`config.mk`:
```
export PLATFORM = sky130hd
export DESIGN_NAME = fp_sub_seq
export DESIGN_NICKNAME = d
export VERILOG_FILES = /design/src/rtl/fp_sub_pkg.sv /design/src/rtl/fp_sub_round.sv /design/src/rtl/fp_sub_seq.sv
export SDC_FILE = /design/constraint.sdc
export NUM_CORES = 1
export LEC_CHECK = 0
export BUFFER_PORTS_ARGS = -buffer_cell sky130_fd_sc_hd__buf_2
export CAP_MARGIN = 10
export CORE_ASPECT_RATIO = 0.8
export CORE_MARGIN = 2
export CORE_UTILIZATION = 41
export DETAILED_ROUTE_END_ITERATION = 6
export PLACE_DENSITY_LB_ADDON = 0.05
export SYNTH_ARGS = -nofsm -noshare
export SYNTH_HDL_FRONTEND = slang
export SYNTH_SLANG_ARGS = --single-unit
```
`constraint.sdc`:
```
create_clock -name clk -period 11.35 [get_ports clk]
set_input_delay 2.27 -clock clk [delete_from_list [all_inputs] [get_ports clk]]
set_output_delay 2.27 -clock clk [all_outputs]
set_load 0.005 [all_outputs]
```
`src/rtl/fp_sub_pkg.sv`:
```
// Shared constants and encodings for the sequential floating-point subtractor.
package fp_sub_pkg;

    // FSM state encodings
    localparam int unsigned STATE_W = 3;
    localparam logic [2:0] S_IDLE   = 3'd0;
    localparam logic [2:0] S_UNPACK = 3'd1;
    localparam logic [2:0] S_ALIGN  = 3'd2;
    localparam logic [2:0] S_ADDSUB = 3'd3;
    localparam logic [2:0] S_NORM   = 3'd4;
    localparam logic [2:0] S_ROUND  = 3'd5;
    localparam logic [2:0] S_DONE   = 3'd6;

    // Status byte bit positions (DesignWare adder layout)
    localparam int unsigned STAT_ZERO    = 0;
    localparam int unsigned STAT_INF     = 1;
    localparam int unsigned STAT_INVALID = 2;
    localparam int unsigned STAT_TINY    = 3;
    localparam int unsigned STAT_HUGE    = 4;
    localparam int unsigned STAT_INEXACT = 5;

    // Rounding modes; codes above RND_DOWN are folded to RND_RNE at capture
    localparam logic [2:0] RND_RNE  = 3'd0;
    localparam logic [2:0] RND_RTZ  = 3'd1;
    localparam logic [2:0] RND_UP   = 3'd2;
    localparam logic [2:0] RND_DOWN = 3'd3;

    localparam int unsigned ENC_W = 64;

    // Signed infinity, right-aligned in a 64-bit word; caller truncates to its width
    function automatic logic [ENC_W-1:0] inf_enc(input int unsigned ew, input int unsigned sw,
                                                 input logic s);
        logic [ENC_W-1:0] e_ones;
        e_ones = (ENC_W'(1) << ew) - ENC_W'(1);
        return (ENC_W'(s) << (ew + sw)) | (e_ones << sw);
    endfunction

    // Canonical quiet NaN: sign 0, exponent all ones, fraction MSB set
    function automatic logic [ENC_W-1:0] nan_enc(input int unsigned ew, input int unsigned sw);
        logic [ENC_W-1:0] e_ones;
        e_ones = (ENC_W'(1) << ew) - ENC_W'(1);
        return (e_ones << sw) | (ENC_W'(1) << (sw - 1));
    endfunction

endpackage

```
`src/rtl/fp_sub_round.sv`:
```
// Combinational rounding of a normalized significand with guard/round/sticky.
module fp_sub_round
    import fp_sub_pkg::*;
#(
    parameter int unsigned sig_width = 23,
    parameter int unsigned exp_width = 8
) (
    input  logic                         sign,
    input  logic [exp_width:0]           expo,
    input  logic [sig_width:0]           sig,
    input  logic                         g,
    input  logic                         r,
    input  logic                         s,
    input  logic [2:0]                   rnd,
    output logic [sig_width+exp_width:0] z,
    output logic                         huge,
    output logic                         inexact
);
    localparam logic [exp_width:0] EXP_MAX = {1'b0, {exp_width{1'b1}}};

    logic                 lost;
    logic                 up;
    logic                 to_inf;
    logic [sig_width+1:0] sum;
    logic [sig_width:0]   sig_r;
    logic [exp_width:0]   exp_r;

    // Round-up decision, carry renormalization and overflow handling
    always_comb begin
        lost = g | r | s;
        case (rnd)
            RND_RTZ:  up = 1'b0;
            RND_UP:   up = ~sign & lost;
            RND_DOWN: up = sign & lost;
            default:  up = g & (r | s | sig[0]);
        endcase
        sum = {1'b0, sig} + {{(sig_width+1){1'b0}}, up};
        if (sum[sig_width+1]) begin
            sig_r = sum[sig_width+1:1];
            exp_r = expo + 1'b1;
        end else begin
            sig_r = sum[sig_width:0];
            exp_r = expo;
        end
        to_inf  = (rnd == RND_RNE) || ((rnd == RND_UP) && !sign) || ((rnd == RND_DOWN) && sign);
        huge    = 1'b0;
        inexact = lost;
        z       = {sign, exp_r[exp_width-1:0], sig_r[sig_width-1:0]};
        if (exp_r >= EXP_MAX) begin
            huge    = 1'b1;
            inexact = 1'b1;
            z       = to_inf ? {sign, {exp_width{1'b1}}, {sig_width{1'b0}}}
                             : {sign, {(exp_width-1){1'b1}}, 1'b0, {sig_width{1'b1}}};
        end
    end

endmodule

```
`src/rtl/fp_sub_seq.sv`:
```
// Multi-cycle IEEE-754 subtractor z = a - b; normalizes one bit per cycle.
module fp_sub_seq
    import fp_sub_pkg::*;
#(
    parameter int unsigned sig_width = 23,
    parameter int unsigned exp_width = 8
) (
    input  logic                         clk,
    input  logic                         rst,
    input  logic                         in_valid,
    output logic                         in_ready,
    input  logic [sig_width+exp_width:0] a,
    input  logic [sig_width+exp_width:0] b,
    input  logic [2:0]                   rnd,
    output logic                         out_valid,
    input  logic                         out_ready,
    output logic [sig_width+exp_width:0] z,
    output logic [7:0]                   status
);
    localparam int unsigned W  = sig_width + exp_width + 1;
    localparam int unsigned MW = sig_width + 1;   // significand with hidden bit
    localparam int unsigned XW = sig_width + 4;   // significand + guard/round/sticky
    localparam int unsigned EW = exp_width + 1;   // working exponent with overflow headroom
    localparam int unsigned AW = sig_width + 3;   // alignment saturation distance
    localparam logic [exp_width-1:0] EMAX = '1;
    localparam logic [7:0] ZERO_FLAGS = 8'(1) << STAT_ZERO;

    logic [STATE_W-1:0]   state, state_nxt;
    logic [W-1:0]         a_q, b_q;
    logic [2:0]           rnd_q;
    logic                 sa_q, sb_q;
    logic [exp_width-1:0] ea_q, eb_q;
    logic [MW-1:0]        ma_q, mb_q;
    logic                 sx_q, sub_q;
    logic [exp_width-1:0] ex_q;
    logic [XW-1:0]        mx_q, my_q;
    logic [XW:0]          sum_q;
    logic [EW-1:0]        e_q;
    logic                 s_q, first_q, tiny_q;

    logic                 zero_a, zero_b, inf_a, inf_b, special;
    logic [W-1:0]         spec_z;
    logic [7:0]           spec_status;
    logic                 a_ge, xs;
    logic [exp_width-1:0] xe, ye, d;
    logic [MW-1:0]        xm, ym;
    logic [2*AW-1:0]      wide;
    logic [XW-1:0]        y_al;
    logic [XW:0]          sum_c;
    logic [W-1:0]         rz, round_z;
    logic                 rhuge, rinexact;
    logic [7:0]           round_status;

    // Operand classification; denormals count as zero, NaNs as infinity
    always_comb begin
        zero_a  = (ea_q == '0);
        zero_b  = (eb_q == '0);
        inf_a   = (ea_q == EMAX);
        inf_b   = (eb_q == EMAX);
        special = zero_a | zero_b | inf_a | inf_b;
    end

    // Result for special operands, short-circuiting the arithmetic path
    always_comb begin
        spec_z      = '0;
        spec_status = '0;
        if (inf_a && inf_b && (sa_q != sb_q)) begin
            spec_z                    = W'(nan_enc(exp_width, sig_width));
            spec_status[STAT_INVALID] = 1'b1;
        end else if (inf_a || inf_b) begin
            spec_z                = W'(inf_enc(exp_width, sig_width, inf_a ? sa_q : sb_q));
            spec_status[STAT_INF] = 1'b1;
        end else if (zero_a && zero_b) begin
            spec_z                 = {sa_q & sb_q, {(W-1){1'b0}}};
            spec_status[STAT_ZERO] = 1'b1;
        end else if (zero_a) begin
            spec_z = {sb_q, eb_q, mb_q[sig_width-1:0]};
        end else begin
            spec_z = {sa_q, ea_q, ma_q[sig_width-1:0]};
        end
    end

    // Swap so |x| >= |y|, then barrel-shift y keeping guard/round/sticky
    always_comb begin
        a_ge = ({ea_q, ma_q} >= {eb_q, mb_q});
        xs   = a_ge ? sa_q : sb_q;
        xe   = a_ge ? ea_q : eb_q;
        ye   = a_ge ? eb_q : ea_q;
        xm   = a_ge ? ma_q : mb_q;
        ym   = a_ge ? mb_q : ma_q;
        d    = xe - ye;
        wide = {ym, 2'b00, {AW{1'b0}}} >> d;
        if (d >= exp_width'(AW)) begin
            y_al = {{(XW-1){1'b0}}, 1'b1};
        end else begin
            y_al = {wide[2*AW-1:AW], |wide[AW-1:0]};
        end
    end

    // Magnitude add/subtract with a carry bit
    always_comb begin
        if (sub_q) sum_c = {1'b0, mx_q} - {1'b0, my_q};
        else       sum_c = {1'b0, mx_q} + {1'b0, my_q};
    end

    fp_sub_round #(
        .sig_width(sig_width),
        .exp_width(exp_width)
    ) u_round (
        .sign    (s_q),
        .expo    (e_q),
        .sig     (sum_q[XW-1:3]),
        .g       (sum_q[2]),
        .r       (sum_q[1]),
        .s       (sum_q[0]),
        .rnd     (rnd_q),
        .z       (rz),
        .huge    (rhuge),
        .inexact (rinexact)
    );

    // Final result selection, flushing tiny results to a signed zero
    always_comb begin
        round_z      = rz;
        round_status = '0;
        if (tiny_q) begin
            round_z                    = {s_q, {(W-1){1'b0}}};
            round_status[STAT_TINY]    = 1'b1;
            round_status[STAT_ZERO]    = 1'b1;
            round_status[STAT_INEXACT] = 1'b1;
        end else begin
            round_status[STAT_HUGE]    = rhuge;
            round_status[STAT_INEXACT] = rinexact;
            round_status[STAT_INF]     = (rz[W-2:sig_width] == EMAX);
        end
    end

    // Next-state logic
    always_comb begin
        state_nxt = state;
        case (state)
            S_IDLE:   if (in_valid) state_nxt = S_UNPACK;
            S_UNPACK: state_nxt = S_ALIGN;
            S_ALIGN:  state_nxt = special ? S_DONE : S_ADDSUB;
            S_ADDSUB: state_nxt = S_NORM;
            S_NORM: begin
                if (first_q && (sum_q == '0))                state_nxt = S_DONE;
                else if (first_q && sum_q[XW])               state_nxt = S_ROUND;
                else if (sum_q[XW-1] || (e_q == EW'(1)))     state_nxt = S_ROUND;
            end
            S_ROUND:  state_nxt = S_DONE;
            S_DONE:   if (out_ready) state_nxt = S_IDLE;
            default:  state_nxt = S_IDLE;
        endcase
    end

    // State register
    always_ff @(posedge clk) begin
        if (rst) state <= S_IDLE;
        else     state <= state_nxt;
    end

    // Datapath registers and registered handshake/result outputs
    always_ff @(posedge clk) begin
        if (rst) begin
            in_ready  <= 1'b1;
            out_valid <= 1'b0;
            z         <= '0;
            status    <= '0;
            a_q       <= '0;
            b_q       <= '0;
            rnd_q     <= '0;
            sa_q      <= 1'b0;
            sb_q      <= 1'b0;
            ea_q      <= '0;
            eb_q      <= '0;
            ma_q      <= '0;
            mb_q      <= '0;
            sx_q      <= 1'b0;
            sub_q     <= 1'b0;
            ex_q      <= '0;
            mx_q      <= '0;
            my_q      <= '0;
            sum_q     <= '0;
            e_q       <= '0;
            s_q       <= 1'b0;
            first_q   <= 1'b0;
            tiny_q    <= 1'b0;
        end else begin
            in_ready  <= (state_nxt == S_IDLE);
            out_valid <= (state_nxt == S_DONE);
            case (state)
                S_IDLE: begin
                    if (in_valid) begin
                        a_q   <= a;
                        b_q   <= {~b[W-1], b[W-2:0]};
                        rnd_q <= (rnd > RND_DOWN) ? RND_RNE : rnd;
                    end
                end
                S_UNPACK: begin
                    sa_q <= a_q[W-1];
                    ea_q <= a_q[W-2:sig_width];
                    ma_q <= {|a_q[W-2:sig_width], a_q[sig_width-1:0]};
                    sb_q <= b_q[W-1];
                    eb_q <= b_q[W-2:sig_width];
                    mb_q <= {|b_q[W-2:sig_width], b_q[sig_width-1:0]};
                end
                S_ALIGN: begin
                    if (special) begin
                        z      <= spec_z;
                        status <= spec_status;
                    end else begin
                        sx_q  <= xs;
                        ex_q  <= xe;
                        mx_q  <= {xm, 3'b000};
                        my_q  <= y_al;
                        sub_q <= sa_q ^ sb_q;
                    end
                end
                S_ADDSUB: begin
                    sum_q   <= sum_c;
                    e_q     <= {1'b0, ex_q};
                    s_q     <= sx_q;
                    first_q <= 1'b1;
                    tiny_q  <= 1'b0;
                end
                S_NORM: begin
                    first_q <= 1'b0;
                    if (first_q && (sum_q == '0)) begin
                        // exact cancellation: +0, or -0 when rounding toward -inf
                        z      <= {rnd_q == RND_DOWN, {(W-1){1'b0}}};
                        status <= ZERO_FLAGS;
                    end else if (first_q && sum_q[XW]) begin
                        sum_q <= {1'b0, sum_q[XW:2], sum_q[1] | sum_q[0]};
                        e_q   <= e_q + 1'b1;
                    end else if (sum_q[XW-1]) begin
                        tiny_q <= 1'b0;
                    end else if (e_q == EW'(1)) begin
                        tiny_q <= 1'b1;
                    end else begin
                        sum_q <= sum_q << 1;
                        e_q   <= e_q - 1'b1;
                    end
                end
                S_ROUND: begin
                    z      <= round_z;
                    status <= round_status;
                end
                default: ;
            endcase
        end
    end

endmodule

```
Word-level counts from Yosys, hierarchy flattened

Cells that the tools add are included.

Order comparisons: 4
Bitwise operators: 15
Div/mod/pow operators: 0
Add/sub/neg operators: 6
Reductions and logical operators: 29
Multiplexer cells: 59
Shifts and indexed selects: 1
Eq/ne operators: 22
$mul: 0

Operators by type and width:

| operator                                       | number |
|---|---|
| 32-bit 2-to-1 mux                              | 6 |
| 28-bit 2-to-1 mux                              | 5 |
| 32-bit one-hot mux with 3 select lines         | 1 |
| 24-bit 2-to-1 mux                              | 3 |
| 31-bit 2-to-1 mux                              | 2 |
| 28-bit one-hot mux with 2 select lines         | 1 |
| 52-bit by 8-bit >> shifter with 52-bit output  | 1 |
| 9-bit 2-to-1 mux                               | 5 |
| 32-bit >= comparator                           | 1 |
| 8-bit 2-to-1 mux                               | 4 |
| 27-bit by 27-bit adder with 28-bit output      | 1 |
| 28-bit logical NOT                             | 1 |
| 27-bit by 27-bit subtractor with 28-bit output | 1 |
| 27-bit 2-to-1 mux                              | 1 |
| 26-bit OR reduction                            | 1 |
| 24-bit by 1-bit adder with 25-bit output       | 1 |
| 8-bit == test (second input constant)          | 3 |
| 8-bit one-hot mux with 3 select lines          | 1 |
| 23-bit 2-to-1 mux                              | 1 |
| 3-bit 2-to-1 mux                               | 7 |
| 3-bit one-hot mux with 7 select lines          | 1 |
| 9-bit one-hot mux with 2 select lines          | 1 |
| 8-bit logical NOT                              | 2 |
| 1-bit 2-to-1 mux                               | 16 |
| 30 further kinds                               | 69 |

Memory bits (writable): 0
Memories: 0
Logic and storage cells: 161
Output and inout bits: 42
Bits in latches: 0
Bits in read-only memories: 0
Flip-flop bits (word level): 279
Input port bits: 71

Longest topological paths before layout

Depth in word-level cells: 11
Depth in mapped cells: 22
Gate-level depth less buffers: 20

Modules after synthesis

A second synthesis with hierarchy kept.

Cell total of the unflattened synthesis: 2,375
Area total of the unflattened synthesis: 17,745.8 µm²

By module, submodules not included:

| module       | times used | sequential area each (µm²) | area each (µm²) | cells an instance |
|---|---|---|---|---|
| fp_sub_seq   | 1          | 5,545.3                    | 16,549.6        | 2,192 |
| fp_sub_round | 1          | 0.0                        | 1,196.1         | 183 |

Worst setup path before layout

No wires, ideal clock.

Path kind: reg-to-reg
Start: reg eb_q[1]
End: reg my_q[0]
Setup time: 0.129 ns
Arrival time: 4.715 ns
Clock period less this slack: 4.844 ns
Path buffers: 4
Data required time: 11.221 ns
Path slack: 6.506 ns
Stages on the path, launching flop included: 22
Cells stage by stage: dfxtp_1 clkbuf_1 inv_1 ha_1 nand4_2 nor3_1 a221o_1 nor2_1 o2111ai_1 and2_1 ha_1 buf_1 or4_4 buf_6 buf_6 a22oi_2 nor3_1 a21oi_1 mux2i_1 a2111o_1 nor4_1 o21ai_1

Cells in the longest elaborated chain, start to end: 6
Elaborated cells on any way between the ends: 16
Classes of those cells: 1 x add/sub; 2 x order compare; 1 x eq/ne; 1 x shift; 4 x mux; 4 x bitwise; 3 x reduce/logical

RTL lines:

| element                                                                          | line                               | text |
|---|---|---|
| start, declared                                                                  | fp_sub_seq.sv:32                   | `logic [exp_width-1:0] ea_q, eb_q;` |
| start signal, assigned                                                           | fp_sub_seq.sv:205                  | `eb_q <= b_q[W-2:sig_width];` |
| 32-bit >= comparator / 8-bit logical NOT (equally long branches)                 | fp_sub_seq.sv:85, fp_sub_seq.sv:57 |  |
| 8-bit 2-to-1 mux, or another cell as far along                                   | fp_sub_seq.sv:87                   | `xe = a_ge ? ea_q : eb_q;` |
| 8-bit subtractor / 1-bit OR (equally long branches)                              | fp_sub_seq.sv:91, fp_sub_seq.sv:60 |  |
| 52-bit by 8-bit >> shifter with 52-bit output / 1-bit OR (equally long branches) | fp_sub_seq.sv:92, fp_sub_seq.sv:60 |  |
| 26-bit OR reduction / 1-bit inverter (equally long branches)                     | --                                 |  |
| 27-bit 2-to-1 mux / 2-bit AND reduction (equally long branches)                  | --                                 |  |
| end signal, assigned                                                             | fp_sub_seq.sv:216                  | `my_q <= y_al;` |
| end, declared                                                                    | fp_sub_seq.sv:36                   | `logic [XW-1:0] mx_q, my_q;` |

Several ways; a longest one is shown, not always the timed one.
A chain may end at the register's enable or synchronous reset.

Worst setup path in the final report

Start: reg eb_q[0]
End: reg my_q[22]

Cells in the longest elaborated chain, start to end: 6
Elaborated cells on any way between the ends: 15
Classes of those cells: 1 x add/sub; 2 x order compare; 1 x eq/ne; 1 x shift; 4 x mux; 4 x bitwise; 2 x reduce/logical

RTL lines:

| element |
|---|
| branches (longest 6 deep; another with 32-bit >= comparator) |

Several ways; the timed one is not identified.

==> run metrics <==
status=completed; die area=between 40000 and 50000 um2; Startpoint Class=register; wire per inst=around 22 um; GRT Resource Usage Total=approximately 29%; crit-path max cell delay=0.87 ns; top_reg_cell synth=dfxtp_1; Cell Chain, Critical Path=inv_1 > ha_1 > nand4_2 > nor4_4 > o211ai_4 > o2111ai_1 > and2_1 > ha_1 > o31a_1 > nor2_1 > nor2_1 > o31a_1 > nor4bb_1 > buf_4 > and2_1 > nand3_1 > a21oi_1; ys async rst share=0%; minimum clock period=between 6 and 7 ns; clock latency on the worst-skew pair=between 0.5 and 0.6 ns; Sw Share=between 30% and 40%; Final Power=2.93 mW; Buffers on Ports=110; Min Hold Slack=around 0.45 ns; CP max stage cell=ha_1; Post-synth EDFFs=0; largest cells by area after synthesis=dfxtp_1, nand2_1, a21oi_1; crit path DAT=between 7 and 8 ns; Mapped Area=~18000 um2; first-pass GRT wire length=103000 um; root buffer cell=clkbuf_16; final net count=2582; DR iter-0 viols=~1600; sequential power share=a little over a third; Die Ht=192 um; unrepaired setup endpoints after global routing=no; post-route setup TNS=0 ns; clk sink count=277; NetSw=1.02 mW; setup repair bufs after CTS=0; Worst-Margin Slew=around 1.3 ns; Via-to-Cell Ratio=approximately 6.1; CP max FO=28; syn_area_per_cell=7.39 um2; Die Wd=roughly 240 um; Core ar.=43400 um2; synthesized flop and latch total=roughly 280; worst path bufs/invs=2; skew final=0.0119 ns; CTS clk-pin slew, worst paths=roughly 0.070 ns; pin count of the biggest net entering global routing=187; Final period util=between 50% and 60%; fraction of final layout cells sized beyond drive strength 1=about a tenth; Rows=between 60 and 70; Seq/Total Area, Yosys=between 30% and 40%; TritonCTS clock tree=built; final setup fails=0; CTS Buf Count=31; Synth warnings=0; leading area contributor after synthesis=dfxtp_1; max cap viols=0; Worst path top cell family by delay=simple AND/OR/NAND/NOR gates; share of the synthesized area in the top cell type=a little under a third; Starting Density=a little over two fifths; H-tree Lvls=1; IO Count=between 100 and 150; # DRC=0; Worst Setup End Kind=register; cell total after placement=2948; final number of hold-violating endpoints=0; vias in the first global route=about 17000; Rel. slew slack=13.0%; count leader, synth=nand2_1; Syn Inst Count=between 2000 and 2500; Leak=a little over 7 nW; Max Fclk=roughly 0.15 GHz; number of diodes=0; cts repair resizes=0; Power Internal=between 1.5 and 2 mW; Final Slew Violations=0; top post-synthesis cells by count=nand2_1, a21oi_1, dfxtp_1; critical path required time=between 10 and 15 ns; type of the tightest min-delay check=reg2reg; drt total wl=around 67000 um; hold buffer count at cts=0; Final HPWL DP=slightly below 50000 um; final cell count without fillers=~3000; gpl congestion=around 0.94; Fillers=between 4000 and 5000; initial antenna violation count=0; Clk pwr share=a little under two fifths; drt first pass iters=6; gr ovfl total=0; peak supply drop=~110 uV; Max Buffers Root-to-Sink=3; vias=18379; ANT nets after route=0; Pwr Density=~150 nW/um2; Unique masters post-synth=88; Layout area overhead=10.1%; Comb pwr share=approximately a quarter; critical path class=reg2reg
area by class of cell:
cell class | instances | area (um2) | share of cell area [%]
clock buffers | 47 | 906 | 4.55
clock inverters | 11 | 198 | 0.992
inverters | 99 | 372 | 1.87
multi-input cells | 1873 | 11400 | 57.3
flip-flops and latches | 277 | 5550 | 27.8
well taps | 560 | 701 | 3.52
repair buffers | 139 | 790 | 3.96
worst min-delay path: stages (launching register included):
cell	delay [ns]
dfxtp_1	0.31
nand2_1	0.05
a21oi_1	0.05
stage by stage:
stage                     area (um2)  setup slack (ns)  util (%)
after CTS                      19900              4.88      45.9
final                          19900              4.79      45.9
after floorplan                18100              6.51         -
after detailed placement       18800              4.94      43.4
after global routing           19900              4.09      45.9
after global placement         18800              5.13      43.4
cells by family after synthesis:
group           synth area share (%)
other cells                   0.0207
compound gates                  27.9
mux                             4.22
fa+ha+maj                       6.26
xor+xnor                        2.56
buf+inv                         6.61
flops                           30.6
simple gates                    21.8
power groups by stage:
stage	Sequential (mW)	Clock, mW	Combinational, mW
final	1.07	1.11	0.752
after global routing	1.08	1.17	0.818
after CTS	1.07	1.13	0.740
after detailed placement	1.09	0	0.735
after global placement	1.09	0	0.734
after floorplan	1.07	0	0.541
placed cells by master (no fill, tap or decap), types with 10 or more instances in the layout:
master / Yosys / final
a211oi_1: 43 / 43
a21o_1: 10 / 10
a21oi_1: 306 / 306
a221oi_1: 26 / 26
a22oi_1: 25 / 25
a311oi_1: 36 / 36
a31oi_1: 20 / 20
and2_1: 14 / 14
and3_1: 15 / 14
buf_2: 14 / 109
buf_4: 3 / 28
clkbuf_16: 0 / 31
dfxtp_1: 277 / 277
ha_1: 89 / 89
inv_1: 95 / 95
mux2i_1: 38 / 38
mux4_2: 14 / 14
nand2_1: 423 / 421
nand3_1: 53 / 52
nand4_1: 25 / 25
nor2_1: 211 / 210
nor3_1: 47 / 46
nor4_1: 27 / 27
o211ai_1: 53 / 53
o21ai_0: 108 / 108
o21ai_1: 13 / 12
o221ai_1: 13 / 13
o22ai_1: 11 / 11
o31ai_1: 14 / 12
or3_1: 13 / 13
xnor2_1: 39 / 39
xor2_1: 14 / 14
per-layer routing:
layer	global-route usage [%]	wire, um
met4	10.1	2520
met3	4.51	4080
met2	43.5	28200
met5	0	0
met1	41.8	32100
flip-flops by register name (all words and copies together), names as in the netlist, 3 cells and up:
signal  count
a_q        32
b_q        32
z          32
sum_q      28
my_q       27
ma_q       24
mb_q       24
mx_q       24
e_q         9
ea_q        8
eb_q        8
ex_q        8
status      6
rnd_q       3
state       3
final timing paths:
check / startpoint / end / slack, ns / cells past startpoint
setup / recovery: eb_q[0] / my_q[22] / 4.79 / 17
hold / removal: a_q[14] / ma_q[14] / 0.45 / 2
setup reg to reg: eb_q[0] / my_q[22] / 4.79 / 17
hold reg to reg: a_q[14] / ma_q[14] / 0.45 / 2
Power figures use the tool's default switching activity.
